===== config.mk =====
export PLATFORM = sky130hd
export DESIGN_NAME = wb_mc_slave_bridge
export DESIGN_NICKNAME = d
export VERILOG_FILES = /design/src/rtl/wb_mc_slave_bridge.sv
export SDC_FILE = /design/constraint.sdc
export NUM_CORES = 1
export LEC_CHECK = 0
export CORE_UTILIZATION = 55
export CTS_CLUSTER_SIZE = 10
export DETAILED_ROUTE_END_ITERATION = 12
export GPL_TIMING_DRIVEN = 0
export PLACE_DENSITY = 0.82
export SYNTH_ARGS = -nofsm -noshare
export SYNTH_HDL_FRONTEND = slang
export SYNTH_SLANG_ARGS = --single-unit

===== constraint.sdc =====
create_clock -name clk_i -period 7.6 [get_ports clk_i]
set_input_delay 1.9 -clock clk_i [delete_from_list [all_inputs] [get_ports clk_i]]
set_output_delay 1.9 -clock clk_i [all_outputs]
set_load 0.02 [all_outputs]

===== src/rtl/wb_mc_slave_bridge.sv =====
// Wishbone classic slave front-end: posts writes, forwards reads in order.
// Define WB_MC_RD_TIMEOUT_EN to bound the read wait by RD_TIMEOUT cycles.
module wb_mc_slave_bridge #(
   parameter int unsigned FIFO_DEPTH = 4,
   parameter logic [31:0] BASE_ADDR  = 32'h0000_0000,
   parameter logic [31:0] ADDR_SIZE  = 32'h0100_0000,
   parameter int unsigned RD_TIMEOUT = 256
) (
   input  logic        clk_i,
   input  logic        rst_i,
   input  logic [31:0] wb_data_i,
   input  logic [31:0] wb_addr_i,
   input  logic [3:0]  wb_sel_i,
   input  logic        wb_we_i,
   input  logic        wb_cyc_i,
   input  logic        wb_stb_i,
   output logic [31:0] wb_data_o,
   output logic        wb_ack_o,
   output logic        wb_err_o,
   output logic        cmd_valid_o,
   input  logic        cmd_ready_i,
   output logic        cmd_we_o,
   output logic [31:0] cmd_addr_o,
   output logic [31:0] cmd_data_o,
   output logic [3:0]  cmd_sel_o,
   input  logic        rd_valid_i,
   input  logic [31:0] rd_data_i,
   input  logic        rd_err_i
);

   localparam int unsigned PW = $clog2(FIFO_DEPTH);
   localparam int unsigned CW = PW + 1;

   if (FIFO_DEPTH < 2 || (FIFO_DEPTH & (FIFO_DEPTH - 1)) != 0) begin : g_bad_depth
      $error("FIFO_DEPTH must be a power of 2 and at least 2");
   end
   if (RD_TIMEOUT == 0) begin : g_bad_tmo
      $error("RD_TIMEOUT must be at least 1");
   end

   typedef struct packed {
      logic        we;
      logic [31:0] addr;
      logic [31:0] data;
      logic [3:0]  sel;
   } cmd_t;

   typedef enum logic [2:0] {
      IDLE,
      WR_ACK,
      RD_WAIT,
      RD_ACK,
      ERR,
      DRAIN
   } state_t;

   cmd_t          mem_q [FIFO_DEPTH];
   logic [PW-1:0] wptr_q;
   logic [PW-1:0] rptr_q;
   logic [CW-1:0] cnt_q;
   logic [CW-1:0] cnt_d;

   state_t        state_q;
   logic          ack_q;
   logic          err_q;
   logic [31:0]   rdata_q;

   logic          req;
   logic          in_range;
   logic          full;
   logic          empty;
   logic          push;
   logic          pop;
   cmd_t          head;
   cmd_t          entry;

`ifdef WB_MC_RD_TIMEOUT_EN
   localparam int unsigned TW = $clog2(RD_TIMEOUT + 1);
   logic [TW-1:0] tmo_q;
   logic          tmo_err_q;
`endif

   // Wrap-safe window test: a single unsigned compare after rebasing.
   assign in_range = (wb_addr_i - BASE_ADDR) < ADDR_SIZE;
   assign req      = wb_cyc_i & wb_stb_i;
   assign full     = cnt_q == CW'(FIFO_DEPTH);
   assign empty    = cnt_q == '0;
   assign push     = (state_q == IDLE) & req & in_range & ~full;
   assign pop      = ~empty & cmd_ready_i;

   assign entry.we   = wb_we_i;
   assign entry.addr = wb_addr_i;
   assign entry.data = wb_data_i;
   assign entry.sel  = wb_sel_i;

   assign head        = mem_q[rptr_q];
   assign cmd_valid_o = ~empty;
   assign cmd_we_o    = ~empty & head.we;
   assign cmd_addr_o  = empty ? '0 : head.addr;
   assign cmd_data_o  = empty ? '0 : head.data;
   assign cmd_sel_o   = empty ? '0 : head.sel;

   assign wb_data_o = rdata_q;
   assign wb_ack_o  = ack_q;
   assign wb_err_o  = err_q;

   always_comb begin
      cnt_d = cnt_q;
      unique case ({push, pop})
         2'b10:   cnt_d = cnt_q + CW'(1);
         2'b01:   cnt_d = cnt_q - CW'(1);
         default: cnt_d = cnt_q;
      endcase
   end

   // Storage needs no reset: the head is masked while the FIFO is empty.
   always_ff @(posedge clk_i) begin
      if (push) begin
         mem_q[wptr_q] <= entry;
      end
   end

   always_ff @(posedge clk_i or negedge rst_i) begin
      if (!rst_i) begin
         wptr_q <= '0;
         rptr_q <= '0;
         cnt_q  <= '0;
      end else begin
         cnt_q <= cnt_d;
         if (push) begin
            wptr_q <= wptr_q + PW'(1);
         end
         if (pop) begin
            rptr_q <= rptr_q + PW'(1);
         end
      end
   end

   always_ff @(posedge clk_i or negedge rst_i) begin
      if (!rst_i) begin
         state_q   <= IDLE;
         ack_q     <= 1'b0;
         err_q     <= 1'b0;
         rdata_q   <= '0;
`ifdef WB_MC_RD_TIMEOUT_EN
         tmo_q     <= '0;
         tmo_err_q <= 1'b0;
`endif
      end else begin
         ack_q <= 1'b0;
         err_q <= 1'b0;
         unique case (state_q)
            IDLE: begin
               if (req) begin
                  if (!in_range) begin
                     state_q <= ERR;
                     err_q   <= 1'b1;
                  end else if (!full) begin
                     if (wb_we_i) begin
                        state_q <= WR_ACK;
                        ack_q   <= 1'b1;
                     end else begin
                        state_q <= RD_WAIT;
`ifdef WB_MC_RD_TIMEOUT_EN
                        tmo_q   <= '0;
`endif
                     end
                  end
               end
            end
            WR_ACK, RD_ACK: begin
               state_q <= IDLE;
            end
            RD_WAIT: begin
               // A response coinciding with abandonment is simply consumed.
               if (rd_valid_i) begin
                  if (!wb_cyc_i) begin
                     state_q <= IDLE;
                  end else if (rd_err_i) begin
                     state_q <= ERR;
                     err_q   <= 1'b1;
                  end else begin
                     state_q <= RD_ACK;
                     ack_q   <= 1'b1;
                     rdata_q <= rd_data_i;
                  end
               end else if (!wb_cyc_i) begin
                  state_q <= DRAIN;
`ifdef WB_MC_RD_TIMEOUT_EN
               end else if (tmo_q == TW'(RD_TIMEOUT - 1)) begin
                  state_q   <= ERR;
                  err_q     <= 1'b1;
                  tmo_err_q <= 1'b1;
               end else begin
                  tmo_q <= tmo_q + TW'(1);
`endif
               end
            end
            ERR: begin
`ifdef WB_MC_RD_TIMEOUT_EN
               // A timed-out read still owes one response; swallow it.
               if (tmo_err_q) begin
                  state_q   <= DRAIN;
                  tmo_err_q <= 1'b0;
               end else begin
                  state_q <= IDLE;
               end
`else
               state_q <= IDLE;
`endif
            end
            DRAIN: begin
               if (rd_valid_i) begin
                  state_q <= IDLE;
               end
            end
            default: begin
               state_q <= IDLE;
            end
         endcase
      end
   end

endmodule


==> key figures <==
Yosys
  • Post-synth EDFFs: approximately 280
  • Yosys warns: 0
  • Mapped Area: 12300 sq um
  • Top cells by area, synth: edfxtp_1, mux4_2, dfrtp_1
  • Synth unique cells: 34
  • FF+latch count, synth: between 300 and 400
  • Post-synthesis sequential area ratio: between 70% and 80%
  • Area share of the largest cell type after synthesis: 67.2%
  • Synth Flop Type: edfxtp_1
  • Synthesized instance count: ~580
  • Synth area leader: edfxtp_1
  • Asr flop ratio synth: 13.8%
  • Syn Nets: about 700
  • Syn Area/Cell: 21.4 sq um

Die
  • Die area: about 23000 sq um
  • Core area: 21900 sq um
  • Chip Height: 152 um
  • Starting Density: 56.3%
  • Io pins: around 210
  • DIE WIDTH: 152 um
  • Site row count: 54

Setup path
  • CP required: 5700 ps
  • Crit end category: output port
  • CP arrival: just under 3000 ps
  • Largest fanout on the critical path: 10
  • Slowest stage delay, CP: between 500 and 600 ps
  • Setup Crit Path Kind: flop to output port
  • Cell at the slowest stage of the critical path: mux4_2
  • CP Cell Sequence: clkbuf_1 -> buf_2 -> mux4_2 -> and2_1 -> clkdlybuf4s50_1
  • Critical path depth in cells: 5
  • Cells on worst reg2reg path: 4
  • Critical Path Start Type: flop
  • CP top delay family: buffers and inverters
  • Crit path buf inv count: 3

Final layout
  • Final non-filler cell area: around 16000 sq um
  • Share of layout cells above drive strength 1: between 10% and 20%
  • Multi-input logic area: 2800 sq um
  • Commonest cells after routing, fill and taps aside: edfxtp_1, clkdlybuf4s50_1, and2_1
  • Final nets: approximately 940
  • Register Area: ~9400 sq um
  • Synthesis-to-finish area growth: 29.7%
  • Fillers: 1299
  • Core Util, Final: 73.0%
  • Commonest non-fill, non-tap cell in the layout: edfxtp_1

Min path
  • Worst hold path class: flop to flop
  • Hold Path Stages: 1

Global route
  • Initial antenna violation count: 1
  • Largest net degree at the start of global routing: between 40 and 50
  • Global-route wire length before repair: around 37 mm
  • GRT Util Overall: between 20% and 30%
  • GRT Residual Overflow: 0
  • Vias in the first global route: around 6.7k

Placement
  • Area of placed instances: 14900 sq um
  • Placer Congestion: about 0.77
  • IO Port Bufs: 210
  • Hpwl dp: 15.6 mm

Timing
  • Count of final setup violators: 0
  • Final Hold Vio Count: 0
  • Clk_skew: ~12 ps
  • Least-Margin Pin Slew: approximately 640 ps
  • Fin crit share: approximately 64%
  • Fin crit period: 4870 ps
  • Max-slew violations: 0
  • RSZ-0062 raised after global routing: false
  • Rel. slew slack: about 57%
  • Fmax: between 200 and 250 MHz
  • Hold_ws: a little under 500 ps
  • Setup TNS: 0 ps

CTS
  • Worst-Skew Late Latency: between 500 and 600 ps
  • Num Clock Sinks: 320
  • H-tree Lvls: 2
  • Post-CTS Hold Fix Bufs: 0
  • CTS resizes: 0
  • Worst-case clock buffer depth: 3
  • Post-CTS Setup Repair Bufs: 0
  • CTS clk-pin slew, worst paths: approximately 50 ps
  • TritonCTS buffer count: 38
  • CTS tree: yes
  • CTS root buf: clkbuf_16

Pwr
  • Tot Pwr: between 0.005 and 0.006 W
  • VDD IR max: 0.165 mV
  • P_leak: ~5.5 nW
  • PD cells: 331 nW/um^2

Routing
  • Met3 Wirelength: a little over 2 mm
  • M1 WL: about 9.6 mm
  • DR pass1 iterations: 4
  • WL met2: about 12 mm
  • Total Wirelength: 24.4 mm
  • Top sig layer: met5
  • Via count: 6299
  • Avg WL per Cell: ~21 um
  • Final ANT Viol Nets: 0
  • DR iter-0 viols: 310
  • Via density: approximately 5.5
  • # DRC: 0

Run status
  • Status: finished clean

Run
  • Max-cap viol count: 0
==> metal layers <==
layer / global-route usage, % / vias up
met5: 0 / -
met3: 5.75 / 46
met4: 6.04 / 2
met1: 27.1 / 3188
li1: - / 2809
met2: 37.2 / 254
==> Yosys cell counts (all sizes together) (2+ instances only) <==
cell type	n
a21boi	2
and2	74
buf	10
clkbuf	18
dfrtp	44
edfxtp	276
ha	5
inv	7
mux2	34
mux4	69
nand2	6
nand4	2
nor3b	2
nor4	3
o21ai	2
o22ai	3
or3	2
xnor2	3
xor2	3
==> cells by family after synthesis <==
kind of cell	after synthesis	synth area share [%]
multiplexers	104	15.8
AO/OA/AOI/OAI	11	0.609
flip-flops	320	76.2
buffers and inverters	35	1.17
adder cells (fa/ha/maj)	6	0.670
XOR/XNOR	6	0.426
AND/OR/NAND/NOR	93	5.14
==> metrics by stage <==
| stage | cells | worst slack [ps] |
|---|---|---|
| after floorplan | 575 | 3430 |
| after global placement | 1065 | 2050 |
| after detailed placement | 1070 | 2700 |
| after global routing | 1132 | 2510 |
| after CTS | 1132 | 2600 |
| final | 1135 | 2730 |
==> where the power goes <==
part / switching [W] / internal [W] / total (W) / leakage (nW)
logic: 0.000854 / 0.000923 / 0.00178 / 1.93
registers: 0.0000147 / 0.00193 / 0.00195 / 3.08
clock network: 0.000622 / 0.000944 / 0.00157 / 0.510
==> flip-flops by register name (all words and copies together) (netlist names) <==
name,count
mem_q,276
wb_data_o,32
cnt_q,3
state_q,3
rptr_q,2
wptr_q,2
wb_ack_o,1
wb_err_o,1
==> worst paths after layout <==
kind                                          startpoint                         to  slack [ps]
worst max-delay path               rptr_q[0]$_DFFE_PN0P_              cmd_addr_o[0]        2730
worst min-delay path            wb_data_o[5]$_DFFE_PN0P_   wb_data_o[5]$_DFFE_PN0P_         490
worst max register to register    state_q[0]$_DFFE_PN0P_     mem_q[2][34]$_DFFE_PP_        4920
worst min register to register  wb_data_o[5]$_DFFE_PN0P_   wb_data_o[5]$_DFFE_PN0P_         490
max in group asynchronous                          rst_i  wb_data_o[22]$_DFFE_PN0P_        5940
min in group asynchronous                          rst_i   wb_data_o[1]$_DFFE_PN0P_        1230
==> layout make-up <==
type                            count  share of cell area (%)
Timing Repair Buffer              215                    13.9
Sequential cell                   320                    58.7
Multi-Input combinational cell    220                    17.5
Clock inverter                      2                   0.102
Inverter                            7                   0.164
Buffer                             28                   0.736
Tap cell                          280                    2.19
Clock buffer                       60                    6.60
Antenna cell                        3                  0.0470
Power figures use the tool's default switching activity.
